## config.mk

```make
export PLATFORM = sky130hd
export DESIGN_NAME = riscv_selfcheck_sequencer
export DESIGN_NICKNAME = d
export VERILOG_FILES = /design/src/rtl/riscv_tb_pkg.sv /design/src/rtl/mailbox_monitor.sv /design/src/rtl/riscv_selfcheck_sequencer.sv
export SDC_FILE = /design/constraint.sdc
export NUM_CORES = 1
export LEC_CHECK = 0
export BUFFER_PORTS_ARGS = -buffer_cell sky130_fd_sc_hd__buf_4
export CORE_MARGIN = 1
export CORE_UTILIZATION = 48
export DETAILED_ROUTE_END_ITERATION = 8
export PLACE_DENSITY = 0.87
export SLEW_MARGIN = 20
export SYNTH_ARGS = -nofsm -noshare
export SYNTH_HDL_FRONTEND = slang
export SYNTH_HIERARCHICAL = 1
export SYNTH_SLANG_ARGS = --single-unit
```

## constraint.sdc

```tcl
create_clock -name clk -period 3.45 [get_ports clk]
set_clock_uncertainty 0.2 [all_clocks]
set_input_delay 0.1725 -clock clk [delete_from_list [all_inputs] [get_ports clk]]
set_output_delay 0.1725 -clock clk [all_outputs]
set_load 0.01 [all_outputs]
```

## src/rtl/riscv_tb_pkg.sv

```systemverilog
// Shared types and helpers for the RV32I program self-check sequencer.
package riscv_tb_pkg;

  typedef enum logic [2:0] {
    ST_IDLE,
    ST_LOAD_WR,
    ST_LOAD_GAP,
    ST_RUN,
    ST_DONE
  } state_t;

  localparam logic [1:0] FAIL_NONE     = 2'd0;
  localparam logic [1:0] FAIL_MISMATCH = 2'd1;
  localparam logic [1:0] FAIL_MISSING  = 2'd2;
  localparam logic [1:0] FAIL_TIMEOUT  = 2'd3;

  // Byte address of mailbox word idx.
  function automatic logic [31:0] mbox_addr(input logic [31:0] base, input int idx);
    return base + (32'(idx) << 2);
  endfunction

endpackage

```

## src/rtl/mailbox_monitor.sv

```systemverilog
// Watches the CPU store bus during RUN: captures result-slot writes, tracks
// which slots were hit, spots the done-flag store and forms the verdict.
module mailbox_monitor
  import riscv_tb_pkg::*;
#(
  parameter int          DATA_W    = 32,
  parameter int          NUM_ARGS  = 2,
  parameter int          NUM_RES   = 1,
  parameter logic [31:0] BASE_ADDR = 32'h0200_0000
) (
  input  logic                      clk,
  input  logic                      reset,
  input  logic                      en,
  input  logic                      clear,
  input  logic                      mem_write,
  input  logic [31:0]               data_adr,
  input  logic [DATA_W-1:0]         write_data,
  input  logic [NUM_RES*DATA_W-1:0] exp_data,
  output logic                      done_seen,
  output logic [1:0]                verdict
);

  localparam logic [31:0] DONE_ADR = mbox_addr(BASE_ADDR, NUM_ARGS + NUM_RES);

  logic [NUM_RES-1:0]        hit;
  logic [NUM_RES*DATA_W-1:0] cap;
  logic                      any_miss;
  logic                      any_bad;

  // Hit flags: one per result slot, set on any store to that slot.
  always_ff @(posedge clk) begin
    if (reset || clear) begin
      hit <= '0;
    end else if (en && mem_write) begin
      for (int j = 0; j < NUM_RES; j++) begin
        if (data_adr == mbox_addr(BASE_ADDR, NUM_ARGS + j)) hit[j] <= 1'b1;
      end
    end
  end

  // Captured result values; a later store to the same slot overwrites.
  always_ff @(posedge clk) begin
    if (clear) begin
      cap <= '0;
    end else if (en && mem_write) begin
      for (int j = 0; j < NUM_RES; j++) begin
        if (data_adr == mbox_addr(BASE_ADDR, NUM_ARGS + j))
          cap[j*DATA_W +: DATA_W] <= write_data;
      end
    end
  end

  // Done detection and verdict; a missing slot outranks a wrong value.
  always_comb begin
    done_seen = en && mem_write && (data_adr == DONE_ADR) &&
                (write_data == DATA_W'(1));
    any_miss  = ~&hit;
    any_bad   = 1'b0;
    for (int j = 0; j < NUM_RES; j++) begin
      if (cap[j*DATA_W +: DATA_W] != exp_data[j*DATA_W +: DATA_W]) any_bad = 1'b1;
    end
    if (any_miss)     verdict = FAIL_MISSING;
    else if (any_bad) verdict = FAIL_MISMATCH;
    else              verdict = FAIL_NONE;
  end

endmodule

```

## src/rtl/riscv_selfcheck_sequencer.sv

```systemverilog
// Self-check sequencer: preloads the mailbox through the external memory
// port, releases the CPU, then waits for the done flag or a timeout.
module riscv_selfcheck_sequencer
  import riscv_tb_pkg::*;
#(
  parameter int          DATA_W      = 32,
  parameter int          NUM_ARGS    = 2,
  parameter int          NUM_RES     = 1,
  parameter logic [31:0] BASE_ADDR   = 32'h0200_0000,
  parameter int          TIMEOUT_CYC = 100000
) (
  input  logic                       clk,
  input  logic                       reset,
  input  logic                       start,
  input  logic [NUM_ARGS*DATA_W-1:0] arg_data,
  input  logic [NUM_RES*DATA_W-1:0]  exp_data,
  output logic                       cpu_reset,
  output logic                       Ext_MemWrite,
  output logic [DATA_W-1:0]          Ext_WriteData,
  output logic [31:0]                Ext_DataAdr,
  input  logic                       MemWrite,
  input  logic [31:0]                DataAdr,
  input  logic [DATA_W-1:0]          WriteData,
  output logic                       busy,
  output logic                       done,
  output logic                       pass,
  output logic [1:0]                 fail_code,
  output logic [31:0]                cycle_count
);

  // Words preloaded: arguments, zeroed result slots, zeroed done flag.
  localparam int W   = NUM_ARGS + NUM_RES + 1;
  localparam int K_W = 6;

  state_t                     state_q, state_d;
  logic [K_W-1:0]             k_q, k_d;
  logic                       restart;
  logic [NUM_ARGS*DATA_W-1:0] args_q;
  logic [NUM_RES*DATA_W-1:0]  exp_q;
  logic                       done_seen;
  logic [1:0]                 verdict;

  logic                       cpu_reset_d, ext_we_d, busy_d, done_d, pass_d;
  logic [DATA_W-1:0]          ext_wd_d;
  logic [31:0]                ext_adr_d, cnt_d;
  logic [1:0]                 fail_d;

  mailbox_monitor #(
    .DATA_W    (DATA_W),
    .NUM_ARGS  (NUM_ARGS),
    .NUM_RES   (NUM_RES),
    .BASE_ADDR (BASE_ADDR)
  ) u_monitor (
    .clk        (clk),
    .reset      (reset),
    .en         (state_q == ST_RUN),
    .clear      (restart),
    .mem_write  (MemWrite),
    .data_adr   (DataAdr),
    .write_data (WriteData),
    .exp_data   (exp_q),
    .done_seen  (done_seen),
    .verdict    (verdict)
  );

  // State and word-index registers.
  always_ff @(posedge clk) begin
    if (reset) begin
      state_q <= ST_IDLE;
      k_q     <= '0;
    end else begin
      state_q <= state_d;
      k_q     <= k_d;
    end
  end

  // Test operands captured when a test begins.
  always_ff @(posedge clk) begin
    if (restart) begin
      args_q <= arg_data;
      exp_q  <= exp_data;
    end
  end

  // Next-state logic; start is honoured only from IDLE or DONE.
  always_comb begin
    state_d = state_q;
    k_d     = k_q;
    restart = 1'b0;
    case (state_q)
      ST_IDLE, ST_DONE: begin
        if (start) begin
          restart = 1'b1;
          state_d = ST_LOAD_WR;
          k_d     = '0;
        end
      end
      ST_LOAD_WR:  state_d = ST_LOAD_GAP;
      ST_LOAD_GAP: begin
        if (k_q == K_W'(W - 1)) begin
          state_d = ST_RUN;
        end else begin
          k_d     = k_q + 1'b1;
          state_d = ST_LOAD_WR;
        end
      end
      ST_RUN: begin
        if (done_seen || (cycle_count == 32'(TIMEOUT_CYC - 1))) state_d = ST_DONE;
      end
      default: state_d = ST_IDLE;
    endcase
  end

  // Output values for the coming cycle, derived from the next state.
  always_comb begin
    cpu_reset_d = (state_d != ST_RUN);
    busy_d      = (state_d == ST_LOAD_WR) || (state_d == ST_LOAD_GAP) || (state_d == ST_RUN);
    done_d      = (state_d == ST_DONE);
    ext_we_d    = (state_d == ST_LOAD_WR);
    ext_adr_d   = '0;
    ext_wd_d    = '0;
    if (state_d == ST_LOAD_WR) begin
      ext_adr_d = mbox_addr(BASE_ADDR, int'(k_d));
      for (int i = 0; i < NUM_ARGS; i++) begin
        if (k_d == K_W'(i))
          ext_wd_d = restart ? arg_data[i*DATA_W +: DATA_W] : args_q[i*DATA_W +: DATA_W];
      end
    end
    pass_d = pass;
    fail_d = fail_code;
    if (restart) begin
      pass_d = 1'b0;
      fail_d = FAIL_NONE;
    end else if (state_q == ST_RUN && state_d == ST_DONE) begin
      fail_d = done_seen ? verdict : FAIL_TIMEOUT;
      pass_d = (fail_d == FAIL_NONE);
    end
    if (restart)               cnt_d = '0;
    else if (state_q == ST_RUN) cnt_d = cycle_count + 32'd1;
    else                       cnt_d = cycle_count;
  end

  // Registered outputs.
  always_ff @(posedge clk) begin
    if (reset) begin
      cpu_reset     <= 1'b1;
      Ext_MemWrite  <= 1'b0;
      Ext_WriteData <= '0;
      Ext_DataAdr   <= '0;
      busy          <= 1'b0;
      done          <= 1'b0;
      pass          <= 1'b0;
      fail_code     <= FAIL_NONE;
      cycle_count   <= '0;
    end else begin
      cpu_reset     <= cpu_reset_d;
      Ext_MemWrite  <= ext_we_d;
      Ext_WriteData <= ext_wd_d;
      Ext_DataAdr   <= ext_adr_d;
      busy          <= busy_d;
      done          <= done_d;
      pass          <= pass_d;
      fail_code     <= fail_d;
      cycle_count   <= cnt_d;
    end
  end

endmodule

```

==> qor.yml, run 1 <==
yosys:
  syn_area_um2: 9727
  ys_top_cells_by_count: "dfxtp_1, edfxtp_1, a21oi_1, nand4_1, nand2_1"
  async_flop_share: 0
  synth_enable_flop_cells: 96
  synth_seq_cells: 216
  synth_flop_cell: "dfxtp_1"
  yosysMostFrequentCell: "dfxtp_1"
  synth_cell_types: 67
  syn_area_per_cell_um2: 11.36
  seq_area_frac_synth: 0.5433
  synth_top_area_cell: "edfxtp_1"
  yosys_warnings: 6
  synth_top_area_frac: 0.2964
  syn-instance-count: 856
  synthTopCellsByArea: "edfxtp_1, dfxtp_1, a21oi_1"
setup_path:
  required_ns: 3.61
  arrival_ns: 3.37
  crit_fanout: 20
  cp-end-kind: "register"
  crit_type: "reg -> reg"
  start_kind: "register"
detailed_routing:
  detail_route.wl_per_cell_um: 20.35
  dr.first_iter.drc_count: 697
  drc: 0
  via_per_inst: 5.929
  vias: 8876
  drt_pre_antenna_iters: 6
  antenna_left: 0
  drt_wl_total_um: 30460
clocking:
  cts_inserted_buffers: 24
  cts_root_buf: "clkbuf_16"
  cts_tree: "built"
  clockBufferDepth: 3
  clkSinkCount: 216
  clock_latency_ns: 0.51
  clk_pin_slew_ns: 0.06
  ctsHtreeMaxLevel: 1
final_layout:
  final_nets: 1376
  areaGrowthSynthToFinish_pct: 40.47
  multiInputGateArea_um2: 3905
  drive_gt1_frac: 0.2663
  seq_area_um2: 5285
  nFillCells: 1368
  final_core_util: 0.6952
flow_run:
  drv_cap: 0
placement:
  preCtsSetupSlack_ns: 0.2804
  gp_congestion: 0.8725
  place.port_buffers: 241
  hpwlAfterDp_um: 17370
timing:
  timing.slew.headroom: 0.3213
  maxSlewViolCount: 0
  setup_violations: 0
  grt_setup_unrepaired: "no"
  setup_ws_ns: 0.2371
  fmaxAchievable_ghz: 0.3112
  fin_tns_setup_ns: 0
  post-route-period-util: 0.9313
  hold_viol: 0
  period_needed_ns: 3.213
  worst_pin_slew_ns: 1.018
global_routing:
  grt_overflow: 0
  grt_max_degree: 67
  grt_pass1_vias: 8761
  antenna_found_initial: 5
  grt_use_total: 0.2889
  grt_pass1_wl_um: 46270
pwr:
  total_leakage_power_nw: 5.176
  peakVddDrop_uv: 369.6
  power_density_nw_per_um2: 458.9
floorplan:
  die_y_um: 144.4
  top_level_ports: 267
  start_util: 0.4949
  dieArea_um2: 20840
  die_w_um: 144.4
  core.rowCount: 51
  core_um2: 19650
min_path:
  worstHoldPathType: "in -> reg"
status:
  status: "finished clean"
[logic make-up (layout without fill, tap and decap cells)]
group	Yosys count	after routing	synth area share
AND/OR/NAND/NOR	245	245	0.1482
adder cells (fa/ha/maj)	2	2	0.002572
XOR/XNOR	62	62	0.05583
other	1	29	0.0003855
multiplexers	34	34	0.03499
buffers and inverters	98	446	0.06496
flip-flops	216	216	0.5433
AO/OA/AOI/OAI	198	198	0.1497
[stage by stage]
| step | hold slack, ns | cell area (µm²) | cells | total power [mW] |
|---|---|---|---|---|
| floorplan | 0.04411 | 9817 | 880 | 3.233 |
| global placement | 0.1510 | 11520 | 1317 | 3.483 |
| detailed placement | 0.1518 | 11520 | 1317 | 3.507 |
| CTS | 0.1559 | 13640 | 1492 | 6.226 |
| global route | 0.1769 | 13660 | 1497 | 6.453 |
| finish | 0.1534 | 13660 | 1497 | 6.270 |
[routing by layer]
metal	global-route usage	up-vias	share of wire
li1	-	3911	-
met1	0.3313	4158	0.36
met2	0.4810	653	0.49
met3	0.07086	154	0.098
met4	0.1867	0	0.055
met5	0	-	0
[layout by cell type, fill, tap and decap left out, drive strengths merged, types with 7 or more instances in the layout]
master       instances
xor2                22
nor2                42
nand2               53
edfxtp              96
dlygate4sd3        131
o31ai               34
buf                264
and3                 9
a21oi               76
nand3               13
nand4               55
dfxtp              120
o21ai               10
conb                25
and4                 8
nor3                 9
mux2i               34
o2bb2ai             32
inv                  7
nor4                19
xnor2               40
a2111oi             33
clkbuf              35
[cell type report]
cell class,instances,area share
well taps,265,0.02427
clock inverters,9,0.008517
diodes,4,0.0007326
repair buffers,395,0.2410
clock buffers,35,0.05073
multi-input cells,566,0.2858
flip-flops and latches,216,0.3868
inverters,7,0.002106
[report_power, final]
part           total (mW)  switching [mW]  leakage, nW  internal (mW)
logic               0.756           0.374         2.89          0.382
registers            2.87          0.0621         1.89           2.81
clock network        2.65            1.03        0.397           1.61
[repair_timing]
action	4_1_cts	5_1_grt
setup buffers	0	1
setup endpoints to repair	0	1
endpoints found under the hold margin	176	0
resized for setup	0	1
hold buffers	131	0
[worst max-delay path, cell delays in order (launching register included)]
cell and delay (ns):
dfxtp_1 0.44, ha_1 0.36, or4b_1 0.62, o21a_4 0.36
nand2_2 0.12, nand3_2 0.25, buf_4 0.31, a2111oi_1 0.38
[worst paths after layout]
| path | start | to | slack, ns | depth (start not counted) |
|---|---|---|---|---|
| max | k_q[0]$_SDFF_PP0_ | Ext_WriteData[13]$_SDFF_PP0_ | 0.24 | 7 |
| min | DataAdr[21] | fail_code[1]$_SDFFE_PP0P_ | 0.15 | 8 |
| max reg2reg | k_q[0]$_SDFF_PP0_ | Ext_WriteData[13]$_SDFF_PP0_ | 0.24 | 7 |
| min reg2reg | u_monitor/cap[27]$_SDFFE_PP0P_ | u_monitor/cap[27]$_SDFFE_PP0P_ | 0.28 | 2 |
[sequential cells by signal, summed over array words and instances (netlist names), 2 cells and up]
signal / cells
args_q: 64
u_monitor/cap: 32
state_q: 3
k_q: 6
Ext_DataAdr: 7
Ext_WriteData: 32
fail_code: 2
exp_q: 32
cycle_count: 32
No activity file was read; power rests on OpenSTA's default activity.
==> inputs of run 2 (changes only) <==
- BUFFER_PORTS_ARGS: -buffer_cell sky130_fd_sc_hd__buf_4 -> -buffer_cell sky130_fd_sc_hd__buf_2
- PLACE_DENSITY: 0.87 -> 0.77
==> qor.yml, run 2 (synthesis gave the netlist of run 1 again) <==
status:
  status: "finished clean"
global_routing:
  grt_max_degree: 118  # +76%
  grt_overflow: 0  # unchanged
  grt_use_total: 0.2551  # -0.03377
  grt_pass1_vias: 8134  # -7.2%
  grt_pass1_wl_um: 41540  # -10%
  antenna_found_initial: 0  # -5
flow_run:
  drv_cap: 0  # unchanged
final_layout:
  drive_gt1_frac: 0.2623  # -0.004032
  final_cell_count_no_fill: 1489  # -0.53%
  multiInputGateArea_um2: 3900  # -0.13%
  nFillCells: 1489  # +8.8%
  n_antenna_cell: 0  # -4
  final_common_cell: "buf_2"
  largest_reg_flops: 64  # unchanged
  areaGrowthSynthToFinish_pct: 32.78
  final_nets: 1373  # -0.22%
  regMostFlops: "args_q"
  seq_area_um2: 5285  # unchanged
  final_cell_mix: "buf_2, dlygate4sd3_1, dfxtp_1, edfxtp_1, a21oi_1"
detailed_routing:
  via_per_inst: 5.590  # -5.7%
  vias: 8324  # -6.2%
  drt_wl_total_um: 26760  # -12%
  drt_pre_antenna_iters: 5  # -1
  detail_route.wl_per_cell_um: 17.97  # -12%
  drc: 0  # unchanged
  dr.first_iter.drc_count: 683  # -2.0%
  antenna_left: 0  # unchanged
pwr:
  totalPowerFinal_mw: 5.774  # -7.9%
  peakVddDrop_uv: 401.4  # +8.6%
  power_density_nw_per_um2: 447.1  # -2.6%
  total_leakage_power_nw: 4.970  # -4.0%
min_path:
  hold_start: "DataAdr[3]"
  worstHoldPathType: "in -> reg"
timing:
  worst_pin_slew_ns: 0.8642  # -0.1539 ns
  fmaxAchievable_ghz: 0.3132  # +0.64%
  hold_viol: 0  # unchanged
  setup_violations: 0  # unchanged
  post-route-period-util: 0.9253  # -0.005931
  maxSlewViolCount: 0  # unchanged
  grt_setup_unrepaired: "no"
  fin_tns_setup_ns: 0  # unchanged
  hold-worst-slack_ns: 0.1469  # -0.006505 ns
  timing.slew.headroom: 0.4239  # +0.1026
  period_needed_ns: 3.192  # -0.02046 ns
  setup_ws_ns: 0.2576  # +0.02046 ns
floorplan:
  core.rowCount: 51  # unchanged
  start_util: 0.4949  # unchanged
  die_y_um: 144.4  # unchanged
  die_w_um: 144.4  # unchanged
  dieArea_um2: 20840  # unchanged
  top_level_ports: 267  # unchanged
  core_um2: 19650  # unchanged
setup_path:
  start_kind: "register"
  crit_path_start: "k_q[0]$_SDFF_PP0_"
  r2r_start: "k_q[0]$_SDFF_PP0_"
  required_ns: 3.61  # about the same
  cp-end-kind: "register"
  crit_fanout: 64  # +220%
  arrival_ns: 3.35  # -0.02 ns
  crit_type: "reg -> reg"
placement:
  hpwlAfterDp_um: 16010  # -7.9%
  dp_cells: 1317  # unchanged
  preCtsSetupSlack_ns: 0.3752  # +0.09476 ns
  place.port_buffers: 241  # unchanged
  gp_congestion: 0.8096  # -7.2%
clocking:
  cts_root_buf: "clkbuf_16"
  cts_inserted_buffers: 23  # -4.2%
  cts_resized: 0  # unchanged
  ctsHtreeMaxLevel: 1  # unchanged
  clk_pin_slew_ns: 0.06  # about the same
  clkSinkCount: 216  # unchanged
  clock_latency_ns: 0.51  # about the same
  cts_tree: "built"
  clockBufferDepth: 3  # unchanged
run 2: cell types whose count changed in the layout (fill, tap and decap cells not counted), moves of 2 or more:
cell,previous run,this run
buf_4,264,20
buf_2,0,241
diode_2,4,0
bufinv_16,3,0
clkbuf_16,25,23
clkinv_1,3,5
run 2: timing repair:
action | 4_1_cts | 5_1_grt
setup endpoints to repair | 0 | 0
hold buffers | 130 | 0
buffers inserted | 0 | 0
endpoints found under the hold margin | 175 | 0
run 2: worst paths after layout:
path / endpoint / slack, ns / cells after the start
worst max-delay path: Ext_WriteData[12]$_SDFF_PP0_ / 0.26 / 6
worst min-delay path: fail_code[1]$_SDFFE_PP0P_ / 0.15 / 7
worst max register to register: Ext_WriteData[12]$_SDFF_PP0_ / 0.26 / 6
worst min register to register: u_monitor/cap[11]$_SDFFE_PP0P_ / 0.28 / 2
run 2: stage by stage:
step	cell area, µm²	utilization
after floorplan	9817	-
after global placement	10920	0.5557
after detailed placement	10940	0.5565
after CTS	12910	0.6571
after global routing	12910	0.6571
final	12910	0.6571
run 2: layer usage:
layer | vias to the layer above | share of wire | track usage
met3 | 67 | 0.084 | 0.05000
met4 | 0 | 0.030 | 0.1036
met2 | 442 | 0.49 | 0.4335
met5 | - | 0 | 0
met1 | 3910 | 0.40 | 0.3170
li1 | 3905 | - | -
run 2: power breakdown:
group / switching, mW / leakage, nW / internal, mW / total, mW
Sequential: 0.0499 / 1.89 / 2.80 / 2.85
Clock: 0.984 / 0.334 / 1.27 / 2.26
Combinational: 0.350 / 2.75 / 0.314 / 0.664
run 2: area by class of cell:
cell class | instances | share of cell area
clock inverter | 10 | 0.003681
timing repair buffer | 393 | 0.2085
sequential | 216 | 0.4092
multi-input combinational | 566 | 0.3020
tap | 265 | 0.02567
inverter | 7 | 0.002228
clock buffer | 32 | 0.04873
run 2: critical path: stages (launching register included):
cell,delay [ns]
dfxtp_1,0.44
ha_1,0.34
or4b_1,0.61
o21a_4,0.27
buf_4,0.37
mux2i_1,0.23
a2111oi_1,0.54
==> inputs of run 3 (changes only) <==
- RECOVER_POWER: unset -> 25
==> qor.yml, run 3 (synthesis gave the netlist of run 1 again) <==
clocking:
  clockBufferDepth: 3  # unchanged
  clkSinkCount: 216  # unchanged
  clock_latency_ns: 0.51  # about the same
  cts_tree: "built"
  ctsHtreeMaxLevel: 1  # unchanged
  cts_inserted_buffers: 23  # unchanged
  cts_resized: 0  # unchanged
  cts_root_buf: "clkbuf_16"
  clk_pin_slew_ns: 0.06  # about the same
final_layout:
  final_common_cell: "buf_2"
  largest_reg_flops: 64  # unchanged
  n_antenna_cell: 0  # unchanged
  drive_gt1_frac: 0.2288  # -0.03350
  design_area_um2: 12860  # -0.40%
  final_cell_count_no_fill: 1489  # unchanged
  final_nets: 1373  # unchanged
  areaGrowthSynthToFinish_pct: 32.25
  final_core_util: 0.6545  # -0.002610
  regMostFlops: "args_q"
  final_cell_mix: "buf_2, dlygate4sd3_1, dfxtp_1, edfxtp_1, a21oi_1"
timing:
  fin_tns_setup_ns: 0  # unchanged
  setup_violations: 0  # unchanged
  post-route-period-util: 0.9210  # -0.004357
  grt_setup_unrepaired: "no"
  hold_viol: 0  # unchanged
  setup_ws_ns: 0.2726  # +0.01503 ns
  period_needed_ns: 3.177  # -0.01503 ns
  fmaxAchievable_ghz: 0.3147  # +0.47%
  timing.slew.headroom: 0.4213  # -0.002632
  maxSlewViolCount: 0  # unchanged
  hold-worst-slack_ns: 0.1325  # -0.01444 ns
  worst_pin_slew_ns: 0.8681  # +0.003949 ns
floorplan:
  core_um2: 19650  # unchanged
  dieArea_um2: 20840  # unchanged
  die_y_um: 144.4  # unchanged
  die_w_um: 144.4  # unchanged
  start_util: 0.4949  # unchanged
  core.rowCount: 51  # unchanged
  top_level_ports: 267  # unchanged
setup_path:
  crit_chain: "ha_1 > or4b_1 > o21a_4 > buf_4 > mux2i_1 > a2111oi_1"
  cp-end-kind: "register"
  start_kind: "register"
  crit_family: "compound AO/OA/AOI/OAI gates"
  cp_slowest_cell: "or4b_1"
  crit_type: "reg -> reg"
  cp.buffers_inverters: 1  # unchanged
  crit_fanout: 64  # unchanged
  arrival_ns: 3.33  # -0.02 ns
  required_ns: 3.61  # about the same
  critical-path-max-stage-delay_ns: 0.61  # about the same
min_path:
  worstHoldPathType: "in -> reg"
global_routing:
  grt_max_degree: 118  # unchanged
  grt_pass1_wl_um: 41540  # unchanged
  grt_pass1_vias: 8134  # unchanged
  grt_overflow: 0  # unchanged
  antenna_found_initial: 0  # unchanged
  grt_use_total: 0.2551  # unchanged
detailed_routing:
  drt_wl_total_um: 26670  # -0.33%
  antenna_left: 0  # unchanged
  detail_route.wl_per_cell_um: 17.91  # -0.33%
  vias: 8373  # +0.59%
  drt_pre_antenna_iters: 5  # unchanged
  drc: 0  # unchanged
  dr.first_iter.drc_count: 666  # -2.5%
  via_per_inst: 5.623  # +0.59%
status:
  status: "finished clean"
pwr:
  totalPowerFinal_mw: 5.756  # -0.30%
  total_leakage_power_nw: 4.855  # -2.3%
  peakVddDrop_uv: 400.6  # -0.21%
  power_density_nw_per_um2: 447.5  # about the same
placement:
  gp_congestion: 0.8096  # unchanged
  dpl_cell_area_um2: 10940  # unchanged
  place.port_buffers: 241  # unchanged
  preCtsSetupSlack_ns: 0.3752  # unchanged
  dp_cells: 1317  # unchanged
  hpwlAfterDp_um: 16010  # unchanged
flow_run:
  drv_cap: 0  # unchanged
[run 3: cell count changes in the layout (fill, tap and decap cells not counted)]
| cell | delta |
|---|---|
| clkbuf_1 | +41 |
| buf_2 | -41 |
[run 3: power breakdown]
part	leakage, nW	switching [mW]	internal, mW
clock	0.334	0.973	1.27
sequential	1.89	0.0497	2.80
combinational	2.63	0.351	0.308
[run 3: area by class of cell]
cell class	instances	area (µm²)
multi-input cells	566	3900
clock inverters	10	47.55
fillers	1516	6790
flip-flops and latches	216	5285
repair buffers	393	2641
clock buffers	32	629.4
well taps	265	331.6
inverters	7	28.78
[run 3: timing repair]
item / 4_1_cts / 5_1_grt
endpoints found under the hold margin: 175 / 0
setup buffers: 0 / 0
hold buffers: 130 / 0
[run 3: worst paths after layout]
check	slack, ns	depth (start not counted)	from	to
setup / recovery	0.27	6	k_q[0]$_SDFF_PP0_	Ext_WriteData[12]$_SDFF_PP0_
setup reg to reg	0.27	6	k_q[0]$_SDFF_PP0_	Ext_WriteData[12]$_SDFF_PP0_
hold reg to reg	0.28	2	u_monitor/cap[11]$_SDFFE_PP0P_	u_monitor/cap[11]$_SDFFE_PP0P_
hold / removal	0.13	7	DataAdr[3]	fail_code[1]$_SDFFE_PP0P_
[run 3: metal layers]
layer / vias up / global-route usage / share of wire
li1: 3910 / - / -
met1: 3935 / 0.3170 / 0.40
met2: 456 / 0.4335 / 0.48
met3: 72 / 0.05000 / 0.086
met4: 0 / 0.1036 / 0.032
met5: - / 0 / 0
[run 3: worst min-delay path, stage by stage]
cell	delay, ns
buf_2	0.10
nand4_1	0.08
or3_1	0.12
nor4_2	0.04
inv_1	0.08
nor3_1	0.06
nor3_1	0.12
